File: src/rtl/enc_bcd_counter.sv
// Encoder-detent to packed-BCD up/down counter with per-direction pulse prescalers.
// Zero latency: count and step pulse update on the edge sampling the final pulse; no backpressure.
module enc_bcd_counter #(
  parameter int DIGITS          = 2,
  parameter int PULSES_PER_STEP = 4,
  parameter int MIN_VALUE       = 0,
  parameter int MAX_VALUE       = 99,
  parameter int INIT_VALUE      = 0,
  parameter int WRAP            = 0
) (
  input  logic                  clk,
  input  logic                  reset,
  input  logic                  cw,
  input  logic                  ccw,
  input  logic                  clear,
  output logic [4*DIGITS-1:0]   bcd_count,
  output logic                  step_up,
  output logic                  step_down,
  output logic                  at_max,
  output logic                  at_min
);

  localparam int W  = 4 * DIGITS;
  localparam int AW = $clog2(PULSES_PER_STEP + 1);

  typedef logic [W-1:0] bcd_t;

  function automatic bcd_t to_bcd(input int v);
    bcd_t r;
    int   x;
    r = '0;
    x = v;
    for (int i = 0; i < DIGITS; i++) begin
      r[4*i +: 4] = 4'(x % 10);
      x = x / 10;
    end
    return r;
  endfunction

  function automatic bcd_t bcd_inc(input bcd_t v);
    bcd_t r;
    logic c;
    r = v;
    c = 1'b1;
    for (int i = 0; i < DIGITS; i++) begin
      if (c && v[4*i +: 4] == 4'd9) begin
        r[4*i +: 4] = 4'd0;
      end else begin
        r[4*i +: 4] = v[4*i +: 4] + {3'b000, c};
        c = 1'b0;
      end
    end
    return r;
  endfunction

  function automatic bcd_t bcd_dec(input bcd_t v);
    bcd_t r;
    logic b;
    r = v;
    b = 1'b1;
    for (int i = 0; i < DIGITS; i++) begin
      if (b && v[4*i +: 4] == 4'd0) begin
        r[4*i +: 4] = 4'd9;
      end else begin
        r[4*i +: 4] = v[4*i +: 4] - {3'b000, b};
        b = 1'b0;
      end
    end
    return r;
  endfunction

  localparam bcd_t           MIN_BCD  = to_bcd(MIN_VALUE);
  localparam bcd_t           MAX_BCD  = to_bcd(MAX_VALUE);
  localparam bcd_t           INIT_BCD = to_bcd(INIT_VALUE);
  localparam logic [AW-1:0]  ACC_LAST = AW'(PULSES_PER_STEP - 1);

  generate
    if (MIN_VALUE >= MAX_VALUE || MAX_VALUE >= 10**DIGITS ||
        INIT_VALUE < MIN_VALUE || INIT_VALUE > MAX_VALUE || PULSES_PER_STEP == 0) begin : g_bad_params
      $error("enc_bcd_counter: illegal parameter combination");
    end
  endgenerate

  bcd_t          count_q, count_d;
  logic [AW-1:0] cw_acc_q, cw_acc_d;
  logic [AW-1:0] ccw_acc_q, ccw_acc_d;
  logic          step_up_q, step_up_d;
  logic          step_down_q, step_down_d;
  logic          up_req, dn_req;

  always_comb begin
    count_d     = count_q;
    cw_acc_d    = cw_acc_q;
    ccw_acc_d   = ccw_acc_q;
    step_up_d   = 1'b0;
    step_down_d = 1'b0;
    up_req      = 1'b0;
    dn_req      = 1'b0;

    // Simultaneous cw and ccw is noise: nothing moves.
    if (cw && !ccw) begin
      ccw_acc_d = '0;
      if (cw_acc_q == ACC_LAST) begin
        cw_acc_d = '0;
        up_req   = 1'b1;
      end else begin
        cw_acc_d = cw_acc_q + AW'(1);
      end
    end else if (ccw && !cw) begin
      cw_acc_d = '0;
      if (ccw_acc_q == ACC_LAST) begin
        ccw_acc_d = '0;
        dn_req    = 1'b1;
      end else begin
        ccw_acc_d = ccw_acc_q + AW'(1);
      end
    end

    if (up_req) begin
      if (count_q != MAX_BCD) begin
        count_d   = bcd_inc(count_q);
        step_up_d = 1'b1;
      end else if (WRAP != 0) begin
        count_d   = MIN_BCD;
        step_up_d = 1'b1;
      end
    end else if (dn_req) begin
      if (count_q != MIN_BCD) begin
        count_d     = bcd_dec(count_q);
        step_down_d = 1'b1;
      end else if (WRAP != 0) begin
        count_d     = MAX_BCD;
        step_down_d = 1'b1;
      end
    end
  end

  always_ff @(posedge clk) begin
    if (reset || clear) begin
      count_q     <= INIT_BCD;
      cw_acc_q    <= '0;
      ccw_acc_q   <= '0;
      step_up_q   <= 1'b0;
      step_down_q <= 1'b0;
    end else begin
      count_q     <= count_d;
      cw_acc_q    <= cw_acc_d;
      ccw_acc_q   <= ccw_acc_d;
      step_up_q   <= step_up_d;
      step_down_q <= step_down_d;
    end
  end

  assign bcd_count = count_q;
  assign step_up   = step_up_q;
  assign step_down = step_down_q;
  assign at_max    = (count_q == MAX_BCD);
  assign at_min    = (count_q == MIN_BCD);

endmodule

File: config.mk
export PLATFORM = sky130hd
export DESIGN_NAME = enc_bcd_counter
export DESIGN_NICKNAME = d
export VERILOG_FILES = /design/src/rtl/enc_bcd_counter.sv
export SDC_FILE = /design/constraint.sdc
export NUM_CORES = 1
export LEC_CHECK = 0
export CORE_UTILIZATION = 57
export CTS_CLUSTER_DIAMETER = 100
export CTS_CLUSTER_SIZE = 16
export DETAILED_ROUTE_END_ITERATION = 10
export HOLD_SLACK_MARGIN = 0.03
export PLACE_DENSITY = 0.85
export SLEW_MARGIN = 10
export SYNTH_ARGS = -nofsm -noshare
export SYNTH_HDL_FRONTEND = slang
export SYNTH_SLANG_ARGS = --single-unit
File: constraint.sdc
create_clock -name clk -period 3.4 [get_ports clk]
set_clock_uncertainty 0.15 [all_clocks]
set_input_delay 0.85 -clock clk [delete_from_list [all_inputs] [get_ports clk]]
set_output_delay 0.85 -clock clk [all_outputs]
set_load 0.005 [all_outputs]
==> run summary, run 1 <==
outcome: finished clean
P per Cell Area: 260 nW/um^2
vias in the first global route: 987
Max Transition Viols Final: 0
Die Wd: 46.1 um
CP Max Fanout: 9
final hold viol count: 0
Synth-to-Final Area Change: 19.1%
clk root buf: clkbuf_4
largest net degree at the start of global routing: 15
total gr overflow: 0
CTS resizes: 0
clock slew at reported path FFs: 0.11 ns
Post-CTS Hold Buffers: 0
Mapped Cells: 131
cell area after layout: 1320 um^2
final setup fails: 0
Clock Path Buffers: 2
Antenna Nets Post-Route: 0
via/cell ratio: 6.25
total of max-cap violations: 0
synthesized area: 1110 um^2
CTS Sinks: 16
Crit. End Element: output pin
Starting DRT DRC Count: 45
fmax: 301 MHz
antenna violations before repair: 0
register area share after synthesis: 28.9%
routed length per placed instance: 15.3 um
# DRC: 0
number of diodes: 0
initial core utilization: 62.2%
Synth Register Bits: 16
CTS tree: yes
All-Layer GR Usage: 27.6%
Tmin final: 3.32 ns
layout cells sized above 1: 12.9%
final critical-path share of the clock period: 97.6%
kind of critical path: flip-flop to output pin
routed vias: 1,075
worst slew pin tran: 0.617 ns
worst vdd ir: 198 uV
asr flop ratio synth: 0%
Die H: 46.1 um
RSZ-0062 raised after global routing: no
synthesized net count: 144
Yosys Warn Count: 0
ys flop type: dfxtp_1
placed cell area: 1280 um^2
Worst EP arrival: 2.32 ns
Site Rows: 15
later-pin clock latency in the skew report: 0.30 ns
HP Class: flip-flop to flip-flop
CTS buffer count: 3
Setup TNS: 0 ns
Die ar.: 2130 um^2
Core Area: 1780 um^2
port bufs: 16
most frequent cells in the layout: dfxtp_1, clkdlybuf4s50_1, nor2_1
Slew headroom: 58.7%
io pins: 17
Post-synth EDFFs: 0
DP HPWL: 1.87 mm
# H-tree levels: 1
DRT Pass-1 Iters: 4
WP data required: 2.40 ns
first-pass GRT wire length: 4.20 mm
synth unique cells: 51
postcts setup bufs: 0
leak pwr: 0.481 nW
Routed Wire Length: 2.64 mm
type of origin of the critical path: flip-flop
Syn Area/Cell: 8.47 um^2
Placer Congestion: 0.842
nets@finish: 161
==> cells in the mapped netlist, types with 2 or more instances <==
cell type	instances	area, um^2
a31oi_1	3	18.8
nand3_1	2	10.0
nand2_1	11	41.3
dfxtp_1	16	320
nor3_1	6	30.0
o32ai_1	3	26.3
inv_1	8	30.0
or3_1	2	12.5
a22oi_1	3	22.5
o21ai_0	3	15.0
nor2_1	12	45.0
nor2b_1	2	12.5
a21oi_1	5	25.0
clkbuf_1	5	18.8
ha_1	8	100
nand2b_1	3	18.8
nand3b_1	4	30.0
buf_6	2	22.5
==> report_power, final <==
group / total [mW] / switching [mW] / internal [mW]
sequential: 0.189 / 0.000550 / 0.188
clock: 0.134 / 0.0684 / 0.0653
combinational: 0.0211 / 0.0117 / 0.00943
total: 0.343 / 0.0806 / 0.263
==> sequential cells by signal, indices dropped and copies added, names as in the netlist <==
signal / flops
bcd_count: 8
ccw_acc_q: 3
cw_acc_q: 3
step_up: 1
step_down: 1
==> path summary, 6_finish.rpt <==
| check | from | to | slack (ns) | cells after the start |
|---|---|---|---|---|
| max reg2reg | bcd_count[1]$_SDFFE_PP0P_ | bcd_count[1]$_SDFFE_PP0P_ | 1.19 | 4 |
| max | bcd_count[1]$_SDFFE_PP0P_ | at_min | 0.08 | 4 |
| min reg2reg | cw_acc_q[2]$_SDFFE_PP0P_ | cw_acc_q[2]$_SDFFE_PP0P_ | 0.33 | 2 |
| min | cw_acc_q[2]$_SDFFE_PP0P_ | cw_acc_q[2]$_SDFFE_PP0P_ | 0.33 | 2 |
==> metrics by stage <==
step / setup WS [ns] / std cells / power, mW / hold slack [ns] / utilization, %
finish: 0.0824 / 172 / 0.343 / 0.327 / 74.1
detailed placement: 0.415 / 168 / 0.214 / 0.308 / 72.1
CTS: 0.106 / 172 / 0.341 / 0.322 / 74.1
global route: 0.0379 / 172 / 0.353 / 0.351 / 74.1
floorplan: 0.813 / 131 / 0.205 / 0.284 / -
global placement: 0.450 / 168 / 0.213 / 0.302 / 72.1
==> critical path: stages (launching register included) <==
cell and delay, ns:
dfxtp_1 0.42, or4_4 0.62, or3_4 0.40, inv_1 0.08, clkdlybuf4s50_1 0.50
==> logic make-up (layout without fill, tap and decap cells) <==
group | Yosys count | in the layout | share of synthesized area [%]
AO/OA/AOI/OAI | 35 | 35 | 25.8
flip-flops | 16 | 16 | 28.9
AND/OR/NAND/NOR | 55 | 55 | 28.6
adder cells (fa/ha/maj) | 8 | 8 | 9.02
buffers and inverters | 16 | 32 | 6.88
XOR/XNOR | 1 | 1 | 0.789
==> area by class of cell <==
cell class	instances	area [um^2]
inverters	8	30.0
well taps	25	31.3
flip-flops and latches	16	320
multi-input cells	99	713
clock buffers	4	36.3
repair buffers	20	190
fillers	146	462
==> per-layer routing <==
metal | GRT usage [%] | routed length (um)
met2 | 44.2 | 1240
met4 | 14.7 | 44
met3 | 3.53 | 130
met1 | 35.6 | 1220
met5 | 0 | 0
No activity file was read; power rests on OpenSTA's default activity.
==> inputs of run 2 (changes only) <==
--- a/config.mk
+++ b/config.mk
@@ -11,6 +11,7 @@
 export DETAILED_ROUTE_END_ITERATION = 10
 export HOLD_SLACK_MARGIN = 0.03
 export PLACE_DENSITY = 0.85
+export SETUP_SLACK_MARGIN = 0.02
 export SLEW_MARGIN = 10
 export SYNTH_ARGS = -nofsm -noshare
 export SYNTH_HDL_FRONTEND = slang
==> results of run 2 <==
The final DEF is identical to that of run 1; final timing and power are the same.
==> inputs of run 3 (changes only) <==
==> constraint.sdc (replaced) <==
create_clock -name clk -period 4.05 [get_ports clk]
set_clock_uncertainty 0.15 [all_clocks]
set_input_delay 1.0125 -clock clk [delete_from_list [all_inputs] [get_ports clk]]
set_output_delay 1.0125 -clock clk [all_outputs]
set_load 0.005 [all_outputs]
==> run 3 against run 2 <==
  * Clock power fell by 15%
  * Critical path type unchanged
  * Highest routed layer unchanged
  * Cell count shrank 2.3%
  * Wire length decreased by 6.6%
  * Cell area down 2.3%
  * Die area unchanged
==> run summary, run 3 (same netlist as run 1, synthesis figures left out) <==
# H-tree levels: 1
Die Wd: 46.1 um
Die ar.: 2130 um^2
routed length per placed instance: 14.7 um
RSZ-0062 raised after global routing: no
Slew headroom: 51.4%
Post-CTS Hold Buffers: 0
Worst EP arrival: 2.38 ns
layout cells sized above 1: 10.5%
type of origin of the critical path: flip-flop
DRT Pass-1 Iters: 4
final critical-path share of the clock period: 87.6%
routed vias: 1,025
total gr overflow: 0
Core Area: 1780 um^2
final setup fails: 0
fmax: 282 MHz
Antenna Nets Post-Route: 0
clk root buf: clkbuf_4
Routed Wire Length: 2.47 mm
Clock Path Buffers: 2
later-pin clock latency in the skew report: 0.31 ns
HP Class: flip-flop to flip-flop
Crit. End Element: output pin
max FFs per register: 8
# DRC: 0
postcts setup bufs: 0
Tmin final: 3.55 ns
Placer Congestion: 0.894
DP HPWL: 1.75 mm
vias in the first global route: 877
antenna violations before repair: 0
Starting DRT DRC Count: 23
total of max-cap violations: 0
WP data required: 2.89 ns
port bufs: 16
Synth-to-Final Area Change: 16.3%
CTS resizes: 0
initial core utilization: 62.2%
final hold viol count: 0
All-Layer GR Usage: 26.5%
CTS tree: yes
Die H: 46.1 um
worst slew pin tran: 0.719 ns
largest net degree at the start of global routing: 16
CTS buffer count: 3
io pins: 17
first-pass GRT wire length: 4.02 mm
leak pwr: 0.461 nW
P per Cell Area: 224 nW/um^2
most frequent cells in the layout: dfxtp_1, clkdlybuf4s50_1, nor2_1
CTS Sinks: 16
Hold WS: 0.332 ns
nets@finish: 157
kind of critical path: flip-flop to output pin
CP Max Fanout: 15
Site Rows: 15
worst vdd ir: 206 uV
Setup TNS: 0 ns
clock slew at reported path FFs: 0.11 ns
Max Transition Viols Final: 0
number of diodes: 0
outcome: finished clean
via/cell ratio: 6.10
==> run 3: metrics by stage <==
stage | cell area (um^2) | worst slack [ns] | power (mW) | std cells | util, %
2_1_floorplan | 1110 | 1.30 | 0.172 | 131 | -
3_3_place_gp | 1250 | 0.780 | 0.179 | 164 | 70.4
3_5_place_dp | 1250 | 0.592 | 0.179 | 164 | 70.4
4_1_cts | 1290 | 0.509 | 0.292 | 168 | 72.4
5_1_grt | 1290 | 0.429 | 0.300 | 168 | 72.4
6_report | 1290 | 0.503 | 0.290 | 168 | 72.4
==> run 3: area by class of cell <==
class / count / area, um^2
clock buffer: 4 / 36.3
sequential: 16 / 320
timing repair buffer: 16 / 160
inverter: 8 / 30.0
tap: 25 / 31.3
fill: 151 / 492
multi-input combinational: 99 / 713
==> run 3: power by group <==
group	switching (mW)	total (mW)	leakage (nW)	internal [mW]
Clock	0.0591	0.114	0.0210	0.0549
Combinational	0.00970	0.0176	0.311	0.00791
Sequential	0.000435	0.158	0.129	0.158
Total	0.0692	0.290	0.461	0.221
==> run 3: critical path, cell delays in order, from the launching register on <==
cell             delay, ns
dfxtp_1               0.46
or4_4                 0.64
or3_4                 0.40
inv_1                 0.08
clkdlybuf4s50_1       0.49
==> run 3: routing by layer <==
| layer | share of wire (%) | track usage [%] | up-vias |
|---|---|---|---|
| met3 | 4.5 | 4.31 | 6 |
| li1 | - | - | 520 |
| met5 | 0 | 0 | - |
| met2 | 48 | 41.7 | 28 |
| met1 | 46 | 34.5 | 471 |
| met4 | 1.7 | 13.5 | 0 |
==> run 3: final timing paths <==
path / cells after the start / from / to / slack [ns]
worst max-delay path: 4 / bcd_count[0]$_SDFFE_PP0P_ / at_min / 0.50
worst min-delay path: 2 / cw_acc_q[2]$_SDFFE_PP0P_ / cw_acc_q[2]$_SDFFE_PP0P_ / 0.33
worst max register to register: 4 / bcd_count[0]$_SDFFE_PP0P_ / bcd_count[1]$_SDFFE_PP0P_ / 1.78
worst min register to register: 2 / cw_acc_q[2]$_SDFFE_PP0P_ / cw_acc_q[2]$_SDFFE_PP0P_ / 0.33
==> variant: new RTL, flow settings as in run 1 <==
The parameter `PULSES_PER_STEP` goes from 4 to 16.
--- a/src/rtl/enc_bcd_counter.sv
+++ b/src/rtl/enc_bcd_counter.sv
@@ -3,5 +3,5 @@
 module enc_bcd_counter #(
   parameter int DIGITS          = 2,
-  parameter int PULSES_PER_STEP = 4,
+  parameter int PULSES_PER_STEP = 16,
   parameter int MIN_VALUE       = 0,
   parameter int MAX_VALUE       = 99,
Formal check against the unedited RTL: not equivalent (a bounded check fails within 10 cycles, from zero or initial values).
==> variant against run 1 <==
Area after synthesis up 22%; cell area grew 18%; power up 19%; sequential power up 25%; routed wire length is 19% higher; register-to-register slack got worse by 0.09 ns; worst setup slack improved by 0.24 ns; sequential cell count rose by 4.
==> variant: results (changes against run 1) <==
[global_routing]
grt_usage_pct = 27.11  ; -0.48 points
grt.met1_usage_pct = 32.35  ; -3.3 points
grt_max_degree = 15  ; unchanged
grt_pass1_wl_um = 5340  ; +27%
use_met3_pct = 2.727  ; -0.80 points
antenna_found_initial = 0  ; unchanged
globalRouteMet2Util_pct = 50.67  ; +6.4 points

[yosys]
ys_async_sr_fraction_pct = 0  ; unchanged
ys_top_cells_by_count = dfxtp_1, nor2_1, a21oi_1, ha_1
synth.top_cells.by_area = dfxtp_1, ha_1, a21oi_1
syn-num-nets = 164  ; +14%
ys_types = 53  ; +3.9%
yosysWarnings = 0  ; unchanged
yosysSeqAreaShare_pct = 29.49  ; +0.63 points

[outcome]
status = finished clean

[cts]
cts_root_buffer = clkbuf_4
cts_resized = 0  ; unchanged
clock_path_buffers = 2  ; unchanged
htreeDepth = 1  ; unchanged
clk_pin_slew_ns = 0.11  ; about the same
clk_latency_ns = 0.31
cts_made_buffers = 3  ; unchanged

[detailed_routing]
wl_met3_um = 81  ; -38%
drt_iter0_markers = 24  ; -47%
wl_per_cell_um = 16.34  ; +6.4%
wl_met2_um = 1613  ; +30%
vias = 1245  ; +16%
wl_met1_um = 1413  ; +16%
firstDrtPassIters = 5  ; +1
highest_layer = met4

[pwr]
leakagePower_nw = 0.5723  ; +19%
vdd_ir_drop_max_v = 0.0002725  ; +38%
switchingPower_mw = 0.09627  ; +19%
p_comb_mw = 0.0325  ; +54%
power_density_mw_per_mm2 = 261.9  ; +0.80%
seq_power_share_pct = 57.5  ; +2.6 points

[final_layout]
fillers = 172  ; +18%
n_antenna_cell = 0  ; unchanged
largest_reg_flops = 8  ; unchanged
nets = 179  ; +11%
drive_above_1_share_pct = 10.91  ; -2.0 points

[worst_setup_path]
critPathSlowestCell = nor4_4
cp_slowest_stage_delay_ns = 0.57  ; -0.05 ns
worstPathMaxFanout = 14  ; +5
arrival_ns = 2.08  ; -0.24 ns

[timing]
worstMarginPinSlew_ns = 0.6351  ; +0.01799 ns

[placed_design]
gp_congestion = 0.8375  ; -0.55%
hpwlAfterDp_um = 2289  ; +23%
io_buffers = 16  ; unchanged

[hold_path]
hold_path_class = reg -> reg

## variant: changes by cell type after synthesis, sizes merged, moves of 4 or more
cell / before / now
nor4: 0 / 5
nand2: 11 / 6
o21ai: 3 / 8
xor2: 0 / 4
dfxtp: 16 / 20
a21oi: 5 / 10
## variant: cell families (layout without fill, tap and decap cells)
group	count (synthesis)	after routing	synth area share (%)
adder cells (fa/ha/maj)	8	8	7.374
AND/OR/NAND/NOR	53	53	25.99
flip-flops	20	20	29.49
multiplexers	3	3	2.304
buffers and inverters	16	30	5.621
AO/OA/AOI/OAI	44	44	24.70
XOR/XNOR	7	7	4.516
## variant: through the flow
step	utilization [%]	hold slack, ns	setup WS, ns	std cells	instance area, µm²
global route	70.08	0.3390	0.2132	193	1565
global placement	68.46	0.2918	0.4334	189	1529
finish	70.08	0.3241	0.3185	193	1565
floorplan	-	0.2837	0.9355	151	1358
detailed placement	68.46	0.3068	0.3246	189	1529
CTS	70.08	0.3252	0.3343	193	1565
## variant: critical path, delay by kind of cell, from the launching register on
family | cells | cell delay, ns
simple gates | 2 | 0.79
flops | 1 | 0.48
buf+inv | 1 | 0.50
## variant: worst paths after layout
path,endpoint,startpoint,depth (start not counted),slack (ns)
min,cw_acc_q[4],cw_acc_q[4],1,0.32
max reg2reg,bcd_count[7],cw_acc_q[0],6,1.10
min reg2reg,cw_acc_q[4],cw_acc_q[4],1,0.32
max,at_min,bcd_count[0],3,0.32
## variant: final cells by class
class,instances,share of cell area (%)
Clock buffer,4,2.318
Inverter,6,1.439
Multi-Input combinational cell,115,56.28
Sequential cell,20,25.58
Tap cell,28,2.238
Timing Repair Buffer,20,12.15
